==> src/rtl/bridge_pkg.sv <==
// Shared types and helpers for the host-to-narrow-bus width converter.
package bridge_pkg;

  typedef enum logic [1:0] {
    IDLE,
    REQ,
    GAP,
    DONE
  } state_t;

  // Default geometry: 32-bit host over a 16-bit bus.
  localparam int unsigned RATIO      = 32 / 16;
  localparam int unsigned LANE_BYTES = 16 / 8;

  function automatic int unsigned clog2(input int unsigned v);
    int unsigned r;
    r = 0;
    for (int unsigned p = 1; p < v; p = p * 2) r = r + 1;
    return r;
  endfunction

endpackage

==> src/rtl/bridge_lane_sel.sv <==
// Priority encoder: lowest lane with nonzero byte enables above (or at) the current lane.
module bridge_lane_sel
  import bridge_pkg::*;
#(
  parameter  int unsigned N_LANES = RATIO,
  parameter  int unsigned LBYTES  = LANE_BYTES,
  localparam int unsigned LW      = clog2(N_LANES)
) (
  input  logic [N_LANES*LBYTES-1:0] bytesel,
  input  logic [LW-1:0]             cur_lane,
  input  logic                      incl_cur,
  output logic [LW-1:0]             next_lane,
  output logic                      next_valid
);

  always_comb begin
    next_lane  = '0;
    next_valid = 1'b0;
    for (int unsigned i = 0; i < N_LANES; i++) begin
      if (!next_valid && (|bytesel[i*LBYTES +: LBYTES]) &&
          ((i > 32'(cur_lane)) || (incl_cur && (i == 32'(cur_lane))))) begin
        next_valid = 1'b1;
        next_lane  = LW'(i);
      end
    end
  end

endmodule

==> src/rtl/bridge_width_conv.sv <==
// Splits one host access into sequential narrow-bus beats, one per enabled lane.
// Optional per-beat timeout enabled by defining BRIDGE_TIMEOUT_EN.
module bridge_width_conv
  import bridge_pkg::*;
#(
  parameter int unsigned H_WIDTH        = 32,
  parameter int unsigned B_WIDTH        = 16,
  parameter int unsigned ADDR_WIDTH     = 32,
  parameter int unsigned TIMEOUT_CYCLES = 256
) (
  input  logic                  clk,
  input  logic                  rst_n,
  input  logic                  h_cs,
  input  logic [ADDR_WIDTH-1:0] h_addr,
  input  logic [H_WIDTH-1:0]    h_wdata,
  output logic [H_WIDTH-1:0]    h_rdata,
  input  logic                  h_wr_en,
  input  logic [H_WIDTH/8-1:0]  h_bytesel,
  output logic                  h_compl,
  output logic                  h_err,
  output logic [ADDR_WIDTH-1:0] b_addr,
  output logic [B_WIDTH-1:0]    b_wdata,
  input  logic [B_WIDTH-1:0]    b_rdata,
  output logic                  b_wr_en,
  output logic [B_WIDTH/8-1:0]  b_bytesel,
  input  logic                  b_compl
);

  localparam int unsigned N_LANES = H_WIDTH / B_WIDTH;
  localparam int unsigned LB      = B_WIDTH / 8;
  localparam int unsigned HB      = H_WIDTH / 8;
  localparam int unsigned LW      = clog2(N_LANES);
  localparam logic [ADDR_WIDTH-1:0] ALIGN_MASK = ~ADDR_WIDTH'(HB - 1);

  state_t                state;
  logic [LW-1:0]         lane;
  logic [ADDR_WIDTH-1:0] addr_q;
  logic [H_WIDTH-1:0]    wdata_q;
  logic                  wr_q;
  logic [HB-1:0]         bsel_q;

  logic [LW-1:0]         first_lane, next_lane, ld_lane;
  logic                  first_valid, next_valid;
  logic [ADDR_WIDTH-1:0] src_addr, ld_addr;
  logic [H_WIDTH-1:0]    src_wdata;
  logic [HB-1:0]         src_bsel;
  logic [B_WIDTH-1:0]    ld_wdata;
  logic [LB-1:0]         ld_bsel;

  bridge_lane_sel #(.N_LANES(N_LANES), .LBYTES(LB)) u_first_sel (
    .bytesel    (h_bytesel),
    .cur_lane   ('0),
    .incl_cur   (1'b1),
    .next_lane  (first_lane),
    .next_valid (first_valid)
  );

  bridge_lane_sel #(.N_LANES(N_LANES), .LBYTES(LB)) u_next_sel (
    .bytesel    (bsel_q),
    .cur_lane   (lane),
    .incl_cur   (1'b0),
    .next_lane  (next_lane),
    .next_valid (next_valid)
  );

  // The beat loaded on acceptance comes straight from the host inputs;
  // later beats come from the latched copy.
  always_comb begin
    ld_lane   = (state == IDLE) ? first_lane : next_lane;
    src_addr  = (state == IDLE) ? (h_addr & ALIGN_MASK) : addr_q;
    src_wdata = (state == IDLE) ? h_wdata : wdata_q;
    src_bsel  = (state == IDLE) ? h_bytesel : bsel_q;
    ld_addr   = src_addr + ADDR_WIDTH'(ld_lane) * ADDR_WIDTH'(LB);
    ld_wdata  = src_wdata[ld_lane*B_WIDTH +: B_WIDTH];
    ld_bsel   = src_bsel[ld_lane*LB +: LB];
  end

`ifdef BRIDGE_TIMEOUT_EN
  localparam int unsigned TW = clog2(TIMEOUT_CYCLES) + 1;
  logic [TW-1:0] tcnt;
`else
  assign h_err = 1'b0;
`endif

  always_ff @(posedge clk) begin
    if (!rst_n) begin
      state     <= IDLE;
      lane      <= '0;
      addr_q    <= '0;
      wdata_q   <= '0;
      wr_q      <= 1'b0;
      bsel_q    <= '0;
      h_rdata   <= '0;
      h_compl   <= 1'b0;
      b_addr    <= '0;
      b_wdata   <= '0;
      b_wr_en   <= 1'b0;
      b_bytesel <= '0;
`ifdef BRIDGE_TIMEOUT_EN
      h_err     <= 1'b0;
      tcnt      <= '0;
`endif
    end else begin
      h_compl <= 1'b0;
`ifdef BRIDGE_TIMEOUT_EN
      h_err   <= 1'b0;
`endif
      case (state)
        IDLE: begin
          if (h_cs && first_valid) begin
            addr_q    <= h_addr & ALIGN_MASK;
            wdata_q   <= h_wdata;
            wr_q      <= h_wr_en;
            bsel_q    <= h_bytesel;
            h_rdata   <= '0;
            lane      <= ld_lane;
            b_addr    <= ld_addr;
            b_wdata   <= ld_wdata;
            b_bytesel <= ld_bsel;
            b_wr_en   <= h_wr_en;
`ifdef BRIDGE_TIMEOUT_EN
            tcnt      <= '0;
`endif
            state     <= REQ;
          end
        end
        REQ: begin
          if (b_compl) begin
            if (!wr_q) h_rdata[lane*B_WIDTH +: B_WIDTH] <= b_rdata;
            b_bytesel <= '0;
            if (next_valid) begin
              state <= GAP;
            end else begin
              state   <= DONE;
              h_compl <= 1'b1;
            end
          end
`ifdef BRIDGE_TIMEOUT_EN
          else if (tcnt == TW'(TIMEOUT_CYCLES - 1)) begin
            b_bytesel <= '0;
            state     <= DONE;
            h_compl   <= 1'b1;
            h_err     <= 1'b1;
          end else begin
            tcnt <= tcnt + TW'(1);
          end
`endif
        end
        GAP: begin
          lane      <= ld_lane;
          b_addr    <= ld_addr;
          b_wdata   <= ld_wdata;
          b_bytesel <= ld_bsel;
`ifdef BRIDGE_TIMEOUT_EN
          tcnt      <= '0;
`endif
          state     <= REQ;
        end
        DONE:    state <= IDLE;
        default: state <= IDLE;
      endcase
    end
  end

endmodule

==> config.mk <==
export PLATFORM = sky130hd
export DESIGN_NAME = bridge_width_conv
export DESIGN_NICKNAME = d
export VERILOG_FILES = /design/src/rtl/bridge_pkg.sv /design/src/rtl/bridge_lane_sel.sv /design/src/rtl/bridge_width_conv.sv
export SDC_FILE = /design/constraint.sdc
export NUM_CORES = 1
export LEC_CHECK = 0
export CAP_MARGIN = 20
export CORE_MARGIN = 2
export CORE_UTILIZATION = 48
export CTS_CLUSTER_SIZE = 25
export DETAILED_ROUTE_END_ITERATION = 10
export GPL_ROUTABILITY_DRIVEN = 0
export PLACE_DENSITY = 0.8
export SYNTH_ARGS = -nofsm -noshare
export SYNTH_HDL_FRONTEND = slang
export SYNTH_SLANG_ARGS = --single-unit
==> constraint.sdc <==
create_clock -name clk -period 2.45 [get_ports clk]
set_input_delay 0.735 -clock clk [delete_from_list [all_inputs] [get_ports clk]]
set_output_delay 0.735 -clock clk [all_outputs]
set_load 0.02 [all_outputs]
==> results.tsv, run 1 <==
metric	value	unit
rsz0062_at_grt	no	
syn_inst	796	
fin_util	68.9	%
rr_endpoint	h_rdata[12]$_SDFFE_PN0P_	
remaining_drc_errors	0	
ir_worst_vdd	414	uV
p_sw	1.82	mW
post_cts_resized	0	
cp_top_family	buffers and inverters	
crit_type	register to output pin	
slowest_stage	clkdlybuf4s50_1	
grt_pass1_vias	5575	
r2r_setup_slack	0.50	ns
synthDistinctLibCells	34	
start_kind	register	
fin_ws	0.221	ns
die_area	14300	sq um
dr.first_iter.drc_count	399	
clock_latency	0.42	ns
tritoncts	done	
status	completed	
power.internal	5.34	mW
slew_viol_final	0	
port_buffers	169	
hp-start	wdata_q[10]$_SDFFE_PN0P_	
row_count	42	
cp.required	1.71	ns
critPathMaxStageDelay	0.66	ns
power	7.16	mW
io_pins	174	
final-setup-viol-count	0	
hold_path_class	register to register	
crit_chain	clkdlybuf4s50_1	
cts.sinks	151	
clk_path_buf_depth	2	
dp_cells	1098	
fmax	449	MHz
cap_violations	0	
critical_path_buf_inv_count	1	
clock_power_share	42.6	%
nNetsFinal	1030	
pwr-share-comb	19.2	%
worstMarginPinSlew	0.750	ns
ys_ff_latch	151	
fin_crit	2.23	ns
cts_hold_buffers	0	
initial_core_util	48.8	%
syn_to_final_growth	41.3	%
grt_max_degree	82	
postRouteAntennaNets	0	
layout.cells.non_filler	1131	
power.density	790	nW/um^2
syn-cell-area	6410	sq um
numCtsBuffers	17	
seq_area_frac_synth	47.2	%
yosysWarnings	0	
grtUsageTotal	24.1	%
htree_levels	4	
drt-pass1-iter-count	5	
die_h	120	um
hold_depth	2	
max_slew_margin	50.0	%
switching_share	25.4	%
hpwl	10.8	mm
gr-total-overflow	0	
wl_per_cell	14.9	um
dieWidth	120	um
clk_pin_slew_worst_paths	0.06	ns
power_frac_seq	38.2	%
reg2reg_from	state[0]$_SDFFE_PN0P_	
cp_max_fo	5	
clock_skew	0.00734	ns
drive_above_1_share	8.81	%
place_ws	-0.178	ns
num_vias	5984	
hold_end	wdata_q[10]$_SDFFE_PN0P_	
cts_root_buffer	clkbuf_16	
crit_arrival	1.49	ns
p_leak	3.38	nW
reg2reg_depth	4	
viasPerCell	5.29	
antenna_found_initial	1	
routed_wl	16.9	mm
grt_pass1_wl	27.4	mm
core_area	13100	sq um
hold_violations	0	
cts_setup_buffers	0	
fin_crit_sh	91.0	%
synth_area_per_cell	8.05	sq um
endpoint_kind	output pin	
-- worst max-delay path by stage --
stage          cells past startpoint                       end  slack (ns)              startpoint
3_5_place_dp                       6   h_rdata[4]$_SDFFE_PN0P_       -0.18            h_bytesel[1]
5_1_grt                            6  h_rdata[12]$_SDFFE_PN0P_        0.12            h_bytesel[1]
6_report                           1                 b_addr[1]        0.22  b_addr[1]$_SDFFE_PN0P_
3_3_place_gp                       6  h_rdata[14]$_SDFFE_PN0P_       -0.13            h_bytesel[0]
4_1_cts                            1                 b_addr[1]        0.17  b_addr[1]$_SDFFE_PN0P_
2_1_floorplan                      4  b_wdata[10]$_SDFFE_PN0P_        0.44            h_bytesel[0]
-- layout make-up --
type | count | area (sq um)
Multi-Input combinational cell | 573 | 3080
Timing Repair Buffer | 196 | 2030
Tap cell | 176 | 220
Antenna cell | 1 | 2.50
Clock inverter | 7 | 185
Fill cell | 1072 | 4080
Sequential cell | 151 | 3020
Clock buffer | 25 | 515
Inverter | 2 | 8.76
-- sequential cells by signal (all words and copies together) (netlist names) --
| register | count |
|---|---|
| h_rdata | 32 |
| wdata_q | 32 |
| b_addr | 31 |
| addr_q | 30 |
| b_wdata | 16 |
| bsel_q | 4 |
| b_bytesel | 2 |
| state | 2 |
| h_compl | 1 |
| wr_q | 1 |
-- cells by family after synthesis --
family	synth area share, %
buffers and inverters	5.17
AO/OA/AOI/OAI	15.1
AND/OR/NAND/NOR	24.7
flip-flops	47.2
other	0.0585
multiplexers	7.81
-- metrics by stage --
stage                     TNS (ns)  hold WS, ns  cell area [sq um]
final                            0        0.450               9060
after global routing             0        0.464               9060
after CTS                        0        0.450               9050
after detailed placement     -3.83        0.442               8350
after global placement       -2.32        0.438               8350
after floorplan                  0        0.432               6410
-- cell usage after synthesis --
cell type / instances / area [sq um]
nand2_1: 231 / 867
dfxtp_1: 151 / 3020
a21oi_1: 70 / 350
nor2_1: 70 / 263
nand3_1: 50 / 250
clkbuf_1: 46 / 173
mux2i_1: 32 / 320
a311oi_1: 31 / 272
nor2b_1: 18 / 113
a211oi_1: 16 / 120
mux2_2: 16 / 180
o31ai_1: 16 / 120
buf_2: 13 / 65.1
buf_4: 9 / 67.6
nand2b_1: 3 / 18.8
nor3_1: 3 / 15.0
a311o_1: 2 / 20.0
buf_1: 2 / 7.51
inv_1: 2 / 7.51
a21o_1: 1 / 7.51
a21oi_2: 1 / 8.76
a2bb2oi_4: 1 / 26.3
and2_1: 1 / 6.26
and2b_1: 1 / 7.51
buf_6: 1 / 11.3
conb_1: 1 / 3.75
nand3b_1: 1 / 7.51
nor2_4: 1 / 11.3
nor3_2: 1 / 10.0
o21ba_2: 1 / 10.0
o22a_1: 1 / 8.76
o41ai_4: 1 / 27.5
or2_0: 1 / 6.26
or2_1: 1 / 6.26
-- cells in the final DEF, fill, tap and decap left out, types with 2 or more instances in the layout --
| cell type | Yosys | routed |
|---|---|---|
| or2_2 | 0 | 2 |
| clkbuf_16 | 0 | 17 |
| clkinv_2 | 0 | 2 |
| a311oi_1 | 31 | 31 |
| dfxtp_1 | 151 | 151 |
| conb_1 | 1 | 2 |
| nand3_1 | 50 | 50 |
| buf_4 | 9 | 16 |
| bufinv_16 | 0 | 6 |
| nor2_1 | 70 | 69 |
| clkdlybuf4s50_1 | 0 | 168 |
| buf_12 | 0 | 11 |
| o31ai_1 | 16 | 16 |
| clkbuf_8 | 0 | 6 |
| a311o_1 | 2 | 2 |
| nor3_1 | 3 | 3 |
| mux2_2 | 16 | 16 |
| a21oi_1 | 70 | 70 |
| nand2b_1 | 3 | 3 |
| nor2_4 | 1 | 2 |
| clkbuf_1 | 46 | 2 |
| mux2i_1 | 32 | 32 |
| nand2_1 | 231 | 231 |
| a211oi_1 | 16 | 16 |
| nor2b_1 | 18 | 18 |
-- layer usage --
layer / share of wire, % / vias up / wire (um) / GRT usage, %
li1: - / 2982 / - / -
met5: 0 / - / 0 / 0
met2: 49 / 173 / 8310 / 40.0
met3: 4.5 / 21 / 756 / 5.13
met4: 2.0 / 0 / 340 / 9.93
met1: 44 / 2808 / 7480 / 30.4
-- power by group through the flow --
| stage | registers (mW) | logic [mW] | clock network, mW |
|---|---|---|---|
| after floorplan | 2.89 | 0.667 | 0 |
| after global placement | 2.78 | 1.36 | 0 |
| after detailed placement | 2.79 | 1.37 | 0 |
| after CTS | 2.74 | 1.38 | 3.10 |
| after global routing | 2.75 | 1.49 | 3.21 |
| final | 2.74 | 1.37 | 3.05 |
No activity file was read; power rests on OpenSTA's default activity.
==> inputs of run 2 (changes only) <==
--- a/config.mk
+++ b/config.mk
@@ -6,9 +6,9 @@
 export NUM_CORES = 1
 export LEC_CHECK = 0
 export CAP_MARGIN = 20
-export CORE_MARGIN = 2
+export CORE_MARGIN = 1
 export CORE_UTILIZATION = 48
-export CTS_CLUSTER_SIZE = 25
+export CTS_CLUSTER_SIZE = 28
 export DETAILED_ROUTE_END_ITERATION = 10
 export GPL_ROUTABILITY_DRIVEN = 0
 export PLACE_DENSITY = 0.8
==> run 2 against run 1 <==
Compared with the run above: combinational power hardly changed; critical path depth unchanged; sequential share of layout area increased by 0.31 points; worst setup slack better by 0.068 ns; critical endpoint is now b_wr_en; clock skew up 0.0030 ns; non-clock buffer count grew 6; power fell by 6.3%; clock-buffer cell count fell by 5; critical path type unchanged; sequential power about the same.
==> results.tsv, run 2 (synthesis gave the netlist of run 1 again) <==
metric	value	unit
cp_max_fo	3	
grt_pass1_wl	27.4	mm
reg2reg_depth	6	
final_common_cell	nand2_1	
fin_area	8970	sq um
cts_hold_buffers	0	
clock_skew	0.0103	ns
whs	0.451	ns
wl_per_cell	14.7	um
start_kind	register	
port_buffers	169	
cp.required	1.71	ns
drt-pass1-iter-count	5	
max_slew_margin	53.3	%
routed_wl	16.7	mm
dr.first_iter.drc_count	418	
crit_arrival	1.43	ns
numCtsBuffers	17	
largestRegisters	h_rdata (32), wdata_q (32), b_addr (31)	
r2r_setup_slack	0.57	ns
ir_worst_vdd	409	uV
reg2reg_from	state[0]$_SDFFE_PN0P_	
crit_path_start	wr_q$_SDFFE_PN0P_	
fin_crit	2.16	ns
clk_path_buf_depth	2	
tritoncts	done	
htree_levels	4	
nNetsFinal	1036	
critPathMaxStageDelay	0.64	ns
drive_above_1_share	9.58	%
cts.sinks	151	
initial_core_util	50.0	%
cap_violations	0	
io_pins	174	
final_cell_mix	231 x nand2_1, 168 x clkdlybuf4s50_1, 151 x dfxtp_1	
postRouteAntennaNets	0	
grt_pass1_vias	5635	
slew_viol_final	0	
row_count	41	
fin_ws	0.289	ns
dieWidth	118	um
antennaDiodeCount	0	
cts_setup_buffers	0	
post_cts_resized	0	
tns	0	ns
num_vias	6031	
crit_end	b_wr_en	
grtUsageTotal	24.7	%
place_ws	-0.175	ns
die_area	13800	sq um
die_h	118	um
p_leak	3.34	nW
remaining_drc_errors	0	
syn_to_final_growth	40.0	%
gr-total-overflow	0	
fin_crit_sh	88.2	%
crit_chain	clkdlybuf4s50_1	
grt_max_degree	82	
hold_path_class	register to register	
critical_path_buf_inv_count	1	
rr_endpoint	wdata_q[31]$_SDFFE_PN0P_	
status	completed	
cp_top_family	buffers and inverters	
hold_violations	0	
power.density	747	nW/um^2
endpoint_kind	output pin	
fmax	463	MHz
antenna_found_initial	0	
cts_root_buffer	clkbuf_16	
slowest_stage	clkdlybuf4s50_1	
clk_pin_slew_worst_paths	0.06	ns
final-setup-viol-count	0	
core_area	12800	sq um
placed_area	8380	sq um
cp_num_cells	1	
crit_type	register to output pin	
hpwl	10.8	mm
viasPerCell	5.33	
rsz0062_at_grt	no	
worstMarginPinSlew	0.698	ns
clock_latency	0.43	ns
run 2: power by group:
group	internal (mW)	leakage, nW	switching, mW
sequential	2.64	1.24	0.0959
combinational	0.637	1.82	0.747
clock	1.57	0.280	1.02
run 2: metrics by stage:
step / instances / power (mW) / util [%]
2_1_floorplan: 797 / 3.56 / -
3_3_place_gp: 1100 / 4.15 / 65.4
3_5_place_dp: 1100 / 4.17 / 65.4
4_1_cts: 1132 / 6.76 / 70.0
5_1_grt: 1132 / 7.00 / 70.0
6_report: 1132 / 6.70 / 70.0
run 2: final cells by class:
type	count	area, sq um
Clock buffer	20	467
Clock inverter	12	126
Fill cell	1054	3850
Inverter	2	8.76
Multi-Input combinational cell	573	3080
Sequential cell	151	3020
Tap cell	172	215
Timing Repair Buffer	202	2060
run 2: how the worst min path moves through the flow:
stage / cells past startpoint / from / slack, ns / to
detailed placement: 2 / wdata_q[11]$_SDFFE_PN0P_ / 0.44 / wdata_q[11]$_SDFFE_PN0P_
CTS: 2 / wdata_q[11]$_SDFFE_PN0P_ / 0.45 / wdata_q[11]$_SDFFE_PN0P_
floorplan: 2 / wdata_q[0]$_SDFFE_PN0P_ / 0.43 / wdata_q[0]$_SDFFE_PN0P_
global placement: 2 / wdata_q[15]$_SDFFE_PN0P_ / 0.44 / wdata_q[15]$_SDFFE_PN0P_
global route: 2 / wdata_q[13]$_SDFFE_PN0P_ / 0.46 / wdata_q[13]$_SDFFE_PN0P_
finish: 2 / wdata_q[11]$_SDFFE_PN0P_ / 0.45 / wdata_q[11]$_SDFFE_PN0P_
run 2: metal layers:
metal | GRT usage (%) | routed length, um | vias to the layer above
met5 | 0 | 0 | -
met4 | 8.73 | 281 | 0
met3 | 5.91 | 855 | 27
met2 | 42.9 | 8200 | 199
met1 | 29.8 | 7330 | 2810
li1 | - | - | 2995
==> inputs of run 3 (changes only) <==
--- a/config.mk
+++ b/config.mk
@@ -6,7 +6,6 @@
 export NUM_CORES = 1
 export LEC_CHECK = 0
 export CAP_MARGIN = 20
-export CORE_MARGIN = 1
 export CORE_UTILIZATION = 48
 export CTS_CLUSTER_SIZE = 28
 export DETAILED_ROUTE_END_ITERATION = 10
@@ -15,3 +14,4 @@
 export SYNTH_ARGS = -nofsm -noshare
 export SYNTH_HDL_FRONTEND = slang
 export SYNTH_SLANG_ARGS = --single-unit
+export TNS_END_PERCENT = 20
==> results of run 3 <==
No change in the layout: final DEF, timing and power equal those of run 2.
